[src/rtl/uart_pkg.sv]
// Shared UART definitions: receiver/transmitter state encoding and default baud divisor.
package uart_pkg;

    typedef enum logic [2:0] {
        ST_IDLE       = 3'd0,
        ST_START      = 3'd1,
        ST_DATA       = 3'd2,
        ST_PARITY     = 3'd3,
        ST_STOP       = 3'd4,
        ST_BREAK_WAIT = 3'd5
    } uart_state_t;

    localparam int unsigned UART_DEFAULT_CLKS_PER_BIT = 139;

    // Even parity: the bit that makes the total count of ones even.
    function automatic logic even_parity(input logic [7:0] d);
        return ^d;
    endfunction

endpackage

[src/rtl/sync_2ff.sv]
// Two-flop synchronizer for asynchronous single-bit inputs, with a configurable reset value.
module sync_2ff #(
    parameter logic RESET_VAL = 1'b0
) (
    input  logic clk,
    input  logic rst,
    input  logic d,
    output logic q
);

    logic meta;

    always_ff @(posedge clk) begin
        if (rst) begin
            meta <= RESET_VAL;
            q    <= RESET_VAL;
        end else begin
            meta <= d;
            q    <= meta;
        end
    end

endmodule

[src/rtl/uart_rx.sv]
// UART 8N1 receiver with valid/ready output, framing-error and overrun pulses.
// Optional even-parity bit enabled by defining UART_RX_PARITY_EN.
module uart_rx
    import uart_pkg::*;
#(
    parameter int unsigned CLKS_PER_BIT = UART_DEFAULT_CLKS_PER_BIT
) (
    input  logic       clk,
    input  logic       rst,
    input  logic       rxd,
    output logic [7:0] rx_data,
    output logic       rx_valid,
    input  logic       rx_ready,
    output logic       frame_err,
    output logic       overrun
);

    localparam int unsigned CNT_W = $clog2(CLKS_PER_BIT);
    localparam logic [CNT_W-1:0] BIT_LAST  = CNT_W'(CLKS_PER_BIT - 1);
    localparam logic [CNT_W-1:0] HALF_LAST = CNT_W'(CLKS_PER_BIT / 2 - 1);

    uart_state_t      state, state_nx;
    logic [CNT_W-1:0] cnt, cnt_nx;
    logic [2:0]       bitn, bitn_nx;
    logic [7:0]       shreg, shreg_nx;
    logic             par_bad, par_bad_nx;
    logic             rxs, rxs_d;
    logic [1:0]       flush;
    logic             armed;
    logic             tick;
    logic             commit;
    logic             ferr_set;

    sync_2ff #(.RESET_VAL(1'b1)) u_sync (
        .clk (clk),
        .rst (rst),
        .d   (rxd),
        .q   (rxs)
    );

    // The synchronizer resets to idle-high; hold off edge detection until it
    // carries real line values, so a line that is low at release is not a start.
    assign armed = (flush == 2'd3);
    assign tick  = (cnt == BIT_LAST);

    always_ff @(posedge clk) begin
        if (rst) begin
            state   <= ST_IDLE;
            cnt     <= '0;
            bitn    <= '0;
            shreg   <= '0;
            par_bad <= 1'b0;
            rxs_d   <= 1'b1;
            flush   <= '0;
        end else begin
            state   <= state_nx;
            cnt     <= cnt_nx;
            bitn    <= bitn_nx;
            shreg   <= shreg_nx;
            par_bad <= par_bad_nx;
            rxs_d   <= rxs;
            if (!armed)
                flush <= flush + 2'd1;
        end
    end

    always_comb begin
        state_nx   = state;
        cnt_nx     = cnt + 1'b1;
        bitn_nx    = bitn;
        shreg_nx   = shreg;
        par_bad_nx = par_bad;
        commit     = 1'b0;
        ferr_set   = 1'b0;
        case (state)
            ST_IDLE: begin
                cnt_nx = '0;
                if (armed && rxs_d && !rxs) begin
                    state_nx   = ST_START;
                    bitn_nx    = '0;
                    par_bad_nx = 1'b0;
                end
            end
            ST_START: begin
                if (cnt == HALF_LAST) begin
                    cnt_nx   = '0;
                    state_nx = rxs ? ST_IDLE : ST_DATA;
                end
            end
            ST_DATA: begin
                if (tick) begin
                    cnt_nx   = '0;
                    shreg_nx = {rxs, shreg[7:1]};
                    bitn_nx  = bitn + 3'd1;
                    if (bitn == 3'd7) begin
`ifdef UART_RX_PARITY_EN
                        state_nx = ST_PARITY;
`else
                        state_nx = ST_STOP;
`endif
                    end
                end
            end
`ifdef UART_RX_PARITY_EN
            ST_PARITY: begin
                if (tick) begin
                    cnt_nx     = '0;
                    par_bad_nx = (rxs != even_parity(shreg));
                    state_nx   = ST_STOP;
                end
            end
`endif
            ST_STOP: begin
                if (tick) begin
                    cnt_nx = '0;
                    if (rxs) begin
                        // Re-enter IDLE mid stop bit so an early next start edge is caught.
                        state_nx = ST_IDLE;
                        commit   = !par_bad;
                        ferr_set = par_bad;
                    end else begin
                        state_nx = ST_BREAK_WAIT;
                        ferr_set = 1'b1;
                    end
                end
            end
            ST_BREAK_WAIT: begin
                cnt_nx = '0;
                if (rxs)
                    state_nx = ST_IDLE;
            end
            default: begin
                state_nx = ST_IDLE;
                cnt_nx   = '0;
            end
        endcase
    end

    always_ff @(posedge clk) begin
        if (rst) begin
            rx_data   <= '0;
            rx_valid  <= 1'b0;
            frame_err <= 1'b0;
            overrun   <= 1'b0;
        end else begin
            frame_err <= ferr_set;
            overrun   <= 1'b0;
            if (commit) begin
                // A same-cycle accept frees the holding register for the new byte.
                if (!rx_valid || rx_ready) begin
                    rx_data  <= shreg;
                    rx_valid <= 1'b1;
                end else begin
                    overrun <= 1'b1;
                end
            end else if (rx_valid && rx_ready) begin
                rx_valid <= 1'b0;
            end
        end
    end

endmodule

[config.mk]
export PLATFORM = sky130hd
export DESIGN_NAME = uart_rx
export DESIGN_NICKNAME = d
export VERILOG_FILES = /design/src/rtl/uart_pkg.sv /design/src/rtl/sync_2ff.sv /design/src/rtl/uart_rx.sv
export SDC_FILE = /design/constraint.sdc
export NUM_CORES = 1
export LEC_CHECK = 0
export ABC_AREA = 1
export CAP_MARGIN = 25
export CORE_ASPECT_RATIO = 0.8
export CORE_UTILIZATION = 50
export DETAILED_ROUTE_END_ITERATION = 10
export PLACE_DENSITY = 0.71
export SLEW_MARGIN = 5
export SYNTH_ARGS = -nofsm -noshare
export SYNTH_HDL_FRONTEND = slang
export SYNTH_HIERARCHICAL = 1
export SYNTH_SLANG_ARGS = --single-unit
[constraint.sdc]
create_clock -name clk -period 2.1 [get_ports clk]
set_clock_uncertainty 0.2 [all_clocks]
set_input_delay 0.21 -clock clk [delete_from_list [all_inputs] [get_ports clk]]
set_output_delay 0.21 -clock clk [all_outputs]
set_load 0.005 [all_outputs]
Word level (Yosys, flattened, before mapping)
Cells that the tools add are included.
{"block": "op_classes", "n_addsub": 3, "multipliers": 0, "div": 0, "order_cmp": 0, "eq_ne": 15, "n_shift": 0, "mux": 23, "n_bitwise": 3, "reduce_logical": 17}
{"op": "$mux 3", "count": 9}
{"op": "$mux 8", "count": 2}
{"op": "$pmux 8 s2", "count": 1}
{"op": "$pmux 3 s5", "count": 1}
{"op": "$ne 2x2->1 const B", "count": 5}
{"op": "$eq 3x3->1 const B", "count": 3}
{"op": "$add 8x1->8 const B", "count": 1}
{"op": "$eq 8x7->1 const B", "count": 1}
{"op": "$eq 8x8->1 const B", "count": 1}
{"op": "$mux 1", "count": 8}
{"op": "$pmux 3 s2", "count": 1}
{"op": "$reduce_and 2->1", "count": 3}
{"op": "$reduce_and 6->1", "count": 1}
{"op": "$ne 2x1->1 const B", "count": 2}
{"op": "$reduce_bool 2->1", "count": 2}
{"op": "$reduce_or 2->1", "count": 2}
{"op": "$add 3x1->3 const B", "count": 1}
{"op": "$eq 3x1->1 const B", "count": 1}
{"op": "$eq 3x2->1 const B", "count": 1}
{"op": "$logic_and 1x1->1", "count": 3}
{"op": "$logic_not 3->1", "count": 1}
{"op": "$not 1->1", "count": 3}
{"op": "$reduce_and 3->1", "count": 1}
{"op": "$reduce_or 3->1", "count": 1}
{"op": "5 further kinds", "count": 6}
{"block": "totals", "reg_bits": 38, "latchBits": 0, "ramBits": 0, "romBits": 0, "inputBits": 4, "memories": 0}

Logic depth before layout (Yosys ltp)
Gate-level depths: netlist of run 1.
{"block": "logic_depth", "word_depth": 5, "depth_mapped": 10, "mapped_depth_nobuf": 10}

Cells and area by module
Netlist of run 1, hierarchy kept.
{"mod": "uart_rx", "n_inst": 1, "cells_per_inst": 229, "area_each_um2": 1619.1, "seq_area_each_um2": 720.7}
{"mod": "sync_2ff", "n_inst": 1, "cells_per_inst": 7, "area_each_um2": 58.8, "seq_area_each_um2": 40.0}

Worst setup path before layout of run 1
Ideal clock, no wire load.
{"block": "synth_path", "path_kind": "register -> register", "from": "register cnt[0]", "to": "register bitn[0]", "arrival_ps": 1212, "t_required_ps": 1784, "slack_ps": 572, "path_stages_with_launch": 9, "path_buffers": 0, "period_less_slack_ps": 1528, "path_cell_list": "dfxtp_1 inv_1 ha_1 nand3_1 nor2_2 nand2_2 nand2_1 o21a_1 nor2_1"}
{"block": "synth_between", "elab_chain_len": 3}
{"element": "start: declaration", "line": "uart_rx.sv:23", "text": "logic [CNT_W-1:0] cnt, cnt_nx;"}
{"element": "start signal: assignment", "line": "uart_rx.sv:57", "text": "cnt <= cnt_nx;"}
{"element": "$eq 8x8->1", "line": "uart_rx.sv:44", "text": "assign tick = (cnt == BIT_LAST);"}
{"element": "$ne 2x2->1 (no source line)"}
{"element": "$reduce_and 3->1 (no source line)"}
{"element": "end signal: assignment", "line": "uart_rx.sv:58", "text": "bitn <= bitn_nx;"}
{"element": "end: declaration", "line": "uart_rx.sv:24", "text": "logic [2:0] bitn, bitn_nx;"}
Every way passes these cells.
A chain may end at the register's enable or synchronous reset.

Final worst setup path of run 1
{"block": "layout_path", "from": "register cnt[0]", "to": "register bitn[2]"}
The elaborated chain is that of the path after synthesis.

==> results of run 1 <==
## cell families after synthesis
logic type / count (synthesis) / share of synthesized area (%)
AO/OA/AOI/OAI: 21 / 6.56
XOR/XNOR: 5 / 2.61
adder cells (fa/ha/maj): 6 / 4.47
buffers and inverters: 34 / 8.05
flip-flops: 38 / 45.3
AND/OR/NAND/NOR: 132 / 33.0
## flip-flops by register name (all words and copies together), names as in the netlist
| signal | flops |
|---|---|
| cnt | 8 |
| rx_data | 8 |
| shreg | 8 |
| bitn | 3 |
| state | 3 |
| flush | 2 |
| frame_err | 1 |
| overrun | 1 |
| rx_valid | 1 |
| rxs_d | 1 |
| u_sync/meta | 1 |
| u_sync/q | 1 |
## critical path, cell delays in order, from the launching register on
cell,delay (ns)
dfxtp_1,0.34
inv_1,0.08
ha_1,0.17
nand3_1,0.10
nor2_2,0.22
nand2_2,0.17
nand2_1,0.20
nand2_1,0.07
o21ai_0,0.07
nor2_1,0.06
## area by class of cell
class / count / area, µm²
Multi-Input combinational cell: 164 / 782
Fill cell: 322 / 1180
Timing Repair Buffer: 15 / 148
Tap cell: 40 / 50.0
Inverter: 31 / 116
Clock buffer: 7 / 86.3
Sequential cell: 38 / 761
Clock inverter: 1 / 5.00
## layer usage
layer	vias to the layer above	share of wire, %	global-route usage [%]
met1	599	52	26.6
met3	7	4.7	5.08
li1	760	-	-
met5	-	0	0
met2	35	41	31.1
met4	0	1.5	7.45
## power by group through the flow
stage	sequential (µW)	clock, µW	combinational, µW
6_report	802	506	280
5_1_grt	808	540	328
4_1_cts	801	515	279
3_5_place_dp	818	0	275
3_3_place_gp	816	0	266
2_1_floorplan	807	0	222
## path summary, 6_finish.rpt
check / slack [ns] / to / startpoint / depth (start not counted)
worst min register to register: 0.21 / u_sync/q / u_sync/meta / 2
worst max register to register: 0.32 / bitn[2] / cnt[0] / 9
worst min-delay path: 0.21 / u_sync/q / u_sync/meta / 2
worst max-delay path: 0.32 / bitn[2] / cnt[0] / 9
## cells in the mapped netlist (2+ instances only)
| library cell | n | area share, % |
|---|---|---|
| inv_1 | 31 | 6.9 |
| ha_1 | 6 | 4.5 |
| nand3_1 | 8 | 2.4 |
| dfxtp_1 | 38 | 45 |
| nand2_1 | 52 | 12 |
| xnor2_1 | 2 | 1.0 |
| nor3_1 | 4 | 1.2 |
| xor2_1 | 3 | 1.6 |
| o21ai_0 | 17 | 5.1 |
| a21oi_1 | 2 | 0.60 |
| nor2_1 | 60 | 13 |
## per-stage QoR
stage / worst slack, ns / hold WS (ns) / total power, µW / cells / utilization (%)
after floorplan: 0.572 / 0.0824 / 1030 / 236 / -
after global placement: 0.346 / 0.181 / 1080 / 288 / 59.3
after detailed placement: 0.280 / 0.192 / 1090 / 288 / 59.3
after CTS: 0.311 / 0.209 / 1600 / 296 / 62.2
after global routing: 0.0932 / 0.262 / 1680 / 296 / 62.2
final: 0.315 / 0.208 / 1590 / 296 / 62.2
==> impl_metrics.tcl, run 1 <==
set metrics [dict create \
    p_leak_uw 0.000919 \
    layout.nets 265 \
    synth.ff_latch_count 38 \
    placed_area_mm2 0.00186 \
    hp-class "register to register" \
    netlist_area_mm2 0.00168 \
    core_mm2 0.00313 \
    initial_utilization_pct 53.6 \
    routed_wl_mm 3.10 \
    die_h_um 53.8 \
    post-cts-setup-buffers 0 \
    area_growth_pct 16.1 \
    clk_latency_ns 0.28 \
    synth_warnings 6 \
    io_pins 15 \
    hold_violations 0 \
    vias 1401 \
    async_flop_share_pct 0 \
    start_kind "register" \
    postCtsHoldBufs 0 \
    grt_usage_pct 19.9 \
    drive_above_1_share_pct 5.08 \
    ys.flop_type "dfxtp_1" \
    grt_pass1_vias 1194 \
    wl_per_cell_um 10.5 \
    crit_type "register to register" \
    antenna_cells 0 \
    cts_buffer_depth 2 \
    clock-root-buffer "clkbuf_8" \
    cts_resized 0 \
    cts-buffers-inserted 5 \
    slew_violations 0 \
    cap_violations 0 \
    final_cell_mix "nor2_1 (60), nand2_1 (52), dfxtp_1 (38), inv_1 (31), o21ai_0 (17)" \
    drc 0 \
    ant_nets 0 \
    layout_commonest_cell "nor2_1" \
    synthCells 236 \
    gp_congestion 0.823 \
    cts_tree "built" \
    power_frac_seq_pct 50.5 \
    p_int_uw 1120 \
    path_max_fanout 8 \
    switching_share_pct 29.3 \
    arrival_ns 1.75 \
    grt_pass1_wl_mm 5.24 \
    die_w_um 66.8 \
    grt_max_degree 17 \
    dp_hpwl_mm 2.25 \
    final.setup.tns_ns 0 \
    htreeDepth 2 \
    core.rowCount 18 \
    worst_slew_pin_slew_ns 0.670 \
    die_area_mm2 0.00359 \
    period_share_pct 85.0 \
    cts.clk_slew.worst_paths_ns 0.07 \
    drt_iter0_drc 64 \
    port_buffers 14 \
    syn_nets 246 \
    final.min_clock_period_ns 1.78 \
    comb_power_share_pct 17.6 \
    avgSynthCellArea_um2 7.11 \
    crit_path_end_kind "register" \
    peakVddDrop_v 0.000496 \
    clock-sinks 38 \
    outcome "completed" \
    max_freq_mhz 560 \
    firstDrtPassIters 4 \
    powerDensity_mw_per_mm2 815 \
    synth-seq-area-share_pct 45.3 \
    antenna_found_initial 0 \
    worst_ep_required_time_ns 2.07 \
    routed_via_density 4.73 \
    rsz0062_at_grt "false" \
    slew_headroom_pct 55.1 \
    grt.overflow.total 0 \
    synth_edf_count 0 \
    final_cell_area_mm2 0.00195 \
    synth_cell_type_count 24 \
    setup_viol 0 \
    power_frac_clock_pct 31.9 \
    switchingPower_uw 465 \
]
Power figures use the tool's default switching activity.
==> inputs of run 2 (changes only) <==
--- a/config.mk
+++ b/config.mk
@@ -10,7 +10,7 @@
 export CORE_ASPECT_RATIO = 0.8
 export CORE_UTILIZATION = 50
 export DETAILED_ROUTE_END_ITERATION = 10
-export PLACE_DENSITY = 0.71
+export PLACE_DENSITY = 0.74
 export SLEW_MARGIN = 5
 export SYNTH_ARGS = -nofsm -noshare
 export SYNTH_HDL_FRONTEND = slang
==> constraint.sdc (replaced) <==
create_clock -name clk -period 1.5 [get_ports clk]
set_clock_uncertainty 0.2 [all_clocks]
set_input_delay 0.15 -clock clk [delete_from_list [all_inputs] [get_ports clk]]
set_output_delay 0.15 -clock clk [all_outputs]
set_load 0.005 [all_outputs]
==> impl_metrics.tcl, run 2 (synthesized netlist as in run 1, its figures left out) <==
set metrics [dict create \
    worst_ep_required_time_ns 1.48 \
    clock-sinks 38 \
    clock-root-buffer "clkbuf_8" \
    max_freq_mhz 614 \
    final.min_clock_period_ns 1.63 \
    dp_hpwl_mm 2.32 \
    worst_slew_pin_slew_ns 0.290 \
    period_share_pct 109 \
    fillers 228 \
    outcome "finished with violations" \
    grt.overflow.total 0 \
    cts_buffer_depth 2 \
    grt_pass1_vias 1329 \
    port_buffers 14 \
    path_max_fanout 16 \
    ant_nets 0 \
    routed_wl_mm 3.66 \
    die_w_um 66.8 \
    antenna_cells 0 \
    slew_violations 0 \
    switchingPower_uw 719 \
    wl_per_cell_um 11.4 \
    grt_pass1_wl_mm 5.69 \
    postCtsHoldBufs 0 \
    cap_violations 0 \
    grt_max_degree 17 \
    powerDensity_mw_per_mm2 1020 \
    arrival_ns 1.61 \
    finalHoldWorstSlack_ns 0.197 \
    final.setup.tns_ns -2.44 \
    grt_usage_pct 22.3 \
    cts-buffers-inserted 5 \
    crit_path_end_kind "register" \
    start_kind "register" \
    power_frac_seq_pct 47.2 \
    p_leak_uw 0.00122 \
    cts_tree "built" \
    largestRegisters "cnt x8, rx_data x8, shreg x8" \
    peakVddDrop_v 0.000960 \
    core_mm2 0.00313 \
    antenna_found_initial 0 \
    drive_above_1_share_pct 28.7 \
    final_cell_mix "nor2_1 (48), nand2_1 (43), inv_1 (30), dfxtp_1 (28), buf_4 (24)" \
    comb_power_share_pct 26.3 \
    htreeDepth 2 \
    area_growth_pct 39.7 \
    initial_utilization_pct 53.6 \
    rsz0062_at_grt "true" \
    failed_checks "setup timing" \
    slew_headroom_pct 80.5 \
    crit_type "register to register" \
    io_pins 15 \
    firstDrtPassIters 4 \
    layout_setup_ws_ns -0.129 \
    drt_iter0_drc 62 \
    dp_worst_setup_slack_ns -0.155 \
    gp_congestion 0.808 \
    hp-class "input pin to register" \
    switching_share_pct 30.1 \
    power_frac_clock_pct 26.4 \
    setup_viol 31 \
    routed_via_density 4.66 \
    core.rowCount 18 \
    layout.nets 292 \
    die_h_um 53.8 \
    p_int_uw 1670 \
    layout_commonest_cell "nor2_1" \
    cts.clk_slew.worst_paths_ns 0.07 \
    hold_violations 0 \
    die_area_mm2 0.00359 \
    clk_latency_ns 0.28 \
    drc 0 \
    vias 1502 \
]
## run 2: critical path: stages (launching register included)
cell,delay [ns]
dfxtp_2,0.32
inv_2,0.08
ha_4,0.16
nand3_4,0.08
nor2_4,0.16
nand4_4,0.24
nor2_1,0.20
nor2_1,0.07
## run 2: power by group through the flow
stage	sequential, µW	clock [µW]	combinational [µW]
after floorplan	1130	0	324
after global placement	1130	0	518
after detailed placement	1130	0	530
after CTS	1120	651	569
after global routing	1130	704	690
final	1130	632	630
## run 2: layer usage
metal / wire length (µm) / part of all wire (%) / track usage (%)
met5: 0 / 0 / 0
met4: 53 / 1.4 / 8.16
met3: 127 / 3.5 / 8.47
met2: 1620 / 44 / 34.7
met1: 1860 / 51 / 28.2
## run 2: metrics by stage
step / instances / total power [µW] / instance area (µm²) / util, %
2_1_floorplan: 236 / 1450 / 1690 / -
3_3_place_gp: 312 / 1650 / 2060 / 65.8
3_5_place_dp: 312 / 1660 / 2060 / 65.8
4_1_cts: 321 / 2340 / 2220 / 70.8
5_1_grt: 322 / 2530 / 2340 / 74.9
6_report: 322 / 2390 / 2340 / 74.9
## run 2: timing repair
item                                    4_1_cts  5_1_grt
resized for setup                            21       49
endpoints found under the setup margin       31       38
setup buffers                                 1        1
cloned                                        1        0
pin swaps                                     8       12
## run 2: worst paths after layout
path	to	slack, ns	cells after the start	from
max reg2reg	rx_data[1]	-0.13	7	cnt[0]
max	rx_data[1]	-0.13	7	cnt[0]
min reg2reg	u_sync/q	0.21	2	u_sync/meta
min	u_sync/meta	0.20	3	rxd
## run 2: cell type report
cell class	instances	area, µm²	share of cell area, %
Clock buffer	7	76.3	3.26
Inverter	31	116	4.96
Multi-Input combinational cell	164	937	40.0
Sequential cell	38	773	33.0
Tap cell	40	50.0	2.13
Timing Repair Buffer	42	392	16.7
==> inputs of run 3 (changes only) <==
--- a/config.mk
+++ b/config.mk
@@ -9,6 +9,7 @@
 export CAP_MARGIN = 25
 export CORE_ASPECT_RATIO = 0.8
 export CORE_UTILIZATION = 50
+export CTS_BUF_LIST = sky130_fd_sc_hd__clkbuf_16
 export DETAILED_ROUTE_END_ITERATION = 10
 export PLACE_DENSITY = 0.74
 export SLEW_MARGIN = 5
==> impl_metrics.tcl, run 3 (synthesized netlist as in run 1, its figures left out) <==
set metrics [dict create \
    outcome "finished with violations" \
    failed_checks "setup timing" \
    startpoint "cnt[0]" \
    routed_wl_mm 4.20 \
    rrSetupSlack_ns -0.14 \
    firstDrtPassIters 4 \
    cp-endpoint "cnt[1]" \
    grt_pass1_wl_mm 6.23 \
    cap_violations 0 \
    p_leak_uw 0.00117 \
    utilization_pct 76.9 \
    vias 1643 \
    antenna_found_initial 0 \
    io_pins 15 \
    clock-root-buffer "clkbuf_16" \
    worst_slew_pin_slew_ns 0.253 \
    final_cell_mix "nor2_1 (50), nand2_1 (46), inv_1 (30), dfxtp_1 (27), buf_4 (26)" \
    wl_met1_mm 1.89 \
    clk_latency_ns 0.27 \
    cts.clk_slew.worst_paths_ns 0.05 \
    period_share_pct 109 \
    area_growth_pct 43.5 \
    r2r-start "cnt[0]" \
    dr_wl_met2_mm 1.91 \
    power_frac_seq_pct 41.7 \
    slew_headroom_pct 83.1 \
    postCtsHoldBufs 0 \
    grt_max_degree 14 \
    dp_worst_setup_slack_ns -0.155 \
    grt_usage_pct 24.1 \
    clock-sinks 38 \
    layout.nets 295 \
    p_int_uw 1960 \
    die_area_mm2 0.00359 \
    cts_buffer_depth 2 \
    hp-class "register to register" \
    hold_violations 0 \
    gp_congestion 0.808 \
    switching_share_pct 28.6 \
    top_layer "met4" \
    drt_iter0_drc 91 \
    peakVddDrop_v 0.00120 \
    largestRegisters "cnt x8, rx_data x8, shreg x8" \
    fillers 208 \
    power_frac_clock_pct 34.3 \
    routed_via_density 5.06 \
    layout_setup_ws_ns -0.141 \
    switchingPower_uw 783 \
    htreeDepth 2 \
    core.rowCount 18 \
    cts_tree "built" \
    r2r-end "cnt[1]" \
    cts-buffers-inserted 5 \
    ant_nets 0 \
    dp_hpwl_mm 2.32 \
    max_freq_mhz 609 \
    grt_pass1_vias 1442 \
    antenna_cells 0 \
    die_h_um 53.8 \
    start_kind "register" \
    die_w_um 66.8 \
    wl_per_cell_um 12.9 \
    powerDensity_mw_per_mm2 1140 \
    met3_wirelength_um 246 \
    rsz0062_at_grt "true" \
    arrival_ns 1.60 \
    initial_utilization_pct 53.6 \
    core_mm2 0.00313 \
    crit_type "register to register" \
    final.min_clock_period_ns 1.64 \
    worst_ep_required_time_ns 1.46 \
    path_max_fanout 8 \
    port_buffers 14 \
    crit_path_end_kind "register" \
    layout_commonest_cell "nor2_1" \
    r2r.worst_path.cells 10 \
    slew_violations 0 \
    comb_power_share_pct 24.0 \
    grt.overflow.total 0 \
    drc 0 \
    setup_viol 31 \
    drive_above_1_share_pct 27.7 \
]
run 3: layout make-up:
cell class	count	area, µm²	area share (%)
flip-flops and latches	38	777	32.3
inverters	31	116	4.83
repair buffers	44	397	16.5
clock buffers	5	125	5.19
multi-input cells	165	936	38.9
clock inverters	2	7.51	0.312
well taps	40	50.0	2.08
run 3: stage by stage:
| stage | TNS, ns | power [µW] | cells | hold WS [ns] | instance area [µm²] |
|---|---|---|---|---|---|
| 5_1_grt | -5.03 | 2870 | 325 | 0.214 | 2410 |
| 3_5_place_dp | -3.24 | 1660 | 312 | 0.196 | 2060 |
| 4_1_cts | -0.966 | 2700 | 324 | 0.209 | 2320 |
| 3_3_place_gp | -2.53 | 1650 | 312 | 0.188 | 2060 |
| 6_report | -2.55 | 2740 | 325 | 0.205 | 2410 |
| 2_1_floorplan | 0 | 1450 | 236 | 0.0224 | 1690 |
run 3: repair_timing:
action | CTS | global route
gates resized for setup | 28 | 25
endpoints found under the setup margin | 31 | 36
pin swaps | 16 | 9
setup buffers | 3 | 1
gates cloned | 2 | 0
run 3: worst max-delay path, cell delays in order, from the launching register on:
cell      delay [ns]
dfxtp_2         0.32
inv_2           0.08
ha_4            0.15
nand2_2         0.05
nor2_2          0.11
nand2_2         0.12
nand2_2         0.10
nand2_1         0.06
o211ai_1        0.08
buf_4           0.20
nor2_1          0.06
run 3: worst min path at each step:
stage / from / endpoint / cells after the start
after detailed placement: u_sync/meta / u_sync/q / 2
after CTS: u_sync/meta / u_sync/q / 2
after global placement: u_sync/meta / u_sync/q / 2
after global routing: rxd / u_sync/meta / 3
final: u_sync/meta / u_sync/q / 2
after floorplan: rst / bitn[1] / 1
run 3: layer usage:
layer  global-route usage, %  up-vias
li1                        -      830
met1                    30.7      728
met2                    39.6       67
met3                    6.14       18
met4                    8.87        0
met5                       0        -
run 3: power by group through the flow:
stage / sequential, µW / combinational (µW) / clock [µW]
2_1_floorplan: 1130 / 324 / 0
5_1_grt: 1150 / 721 / 1010
3_5_place_dp: 1130 / 530 / 0
4_1_cts: 1130 / 605 / 959
6_report: 1140 / 657 / 940
3_3_place_gp: 1130 / 518 / 0
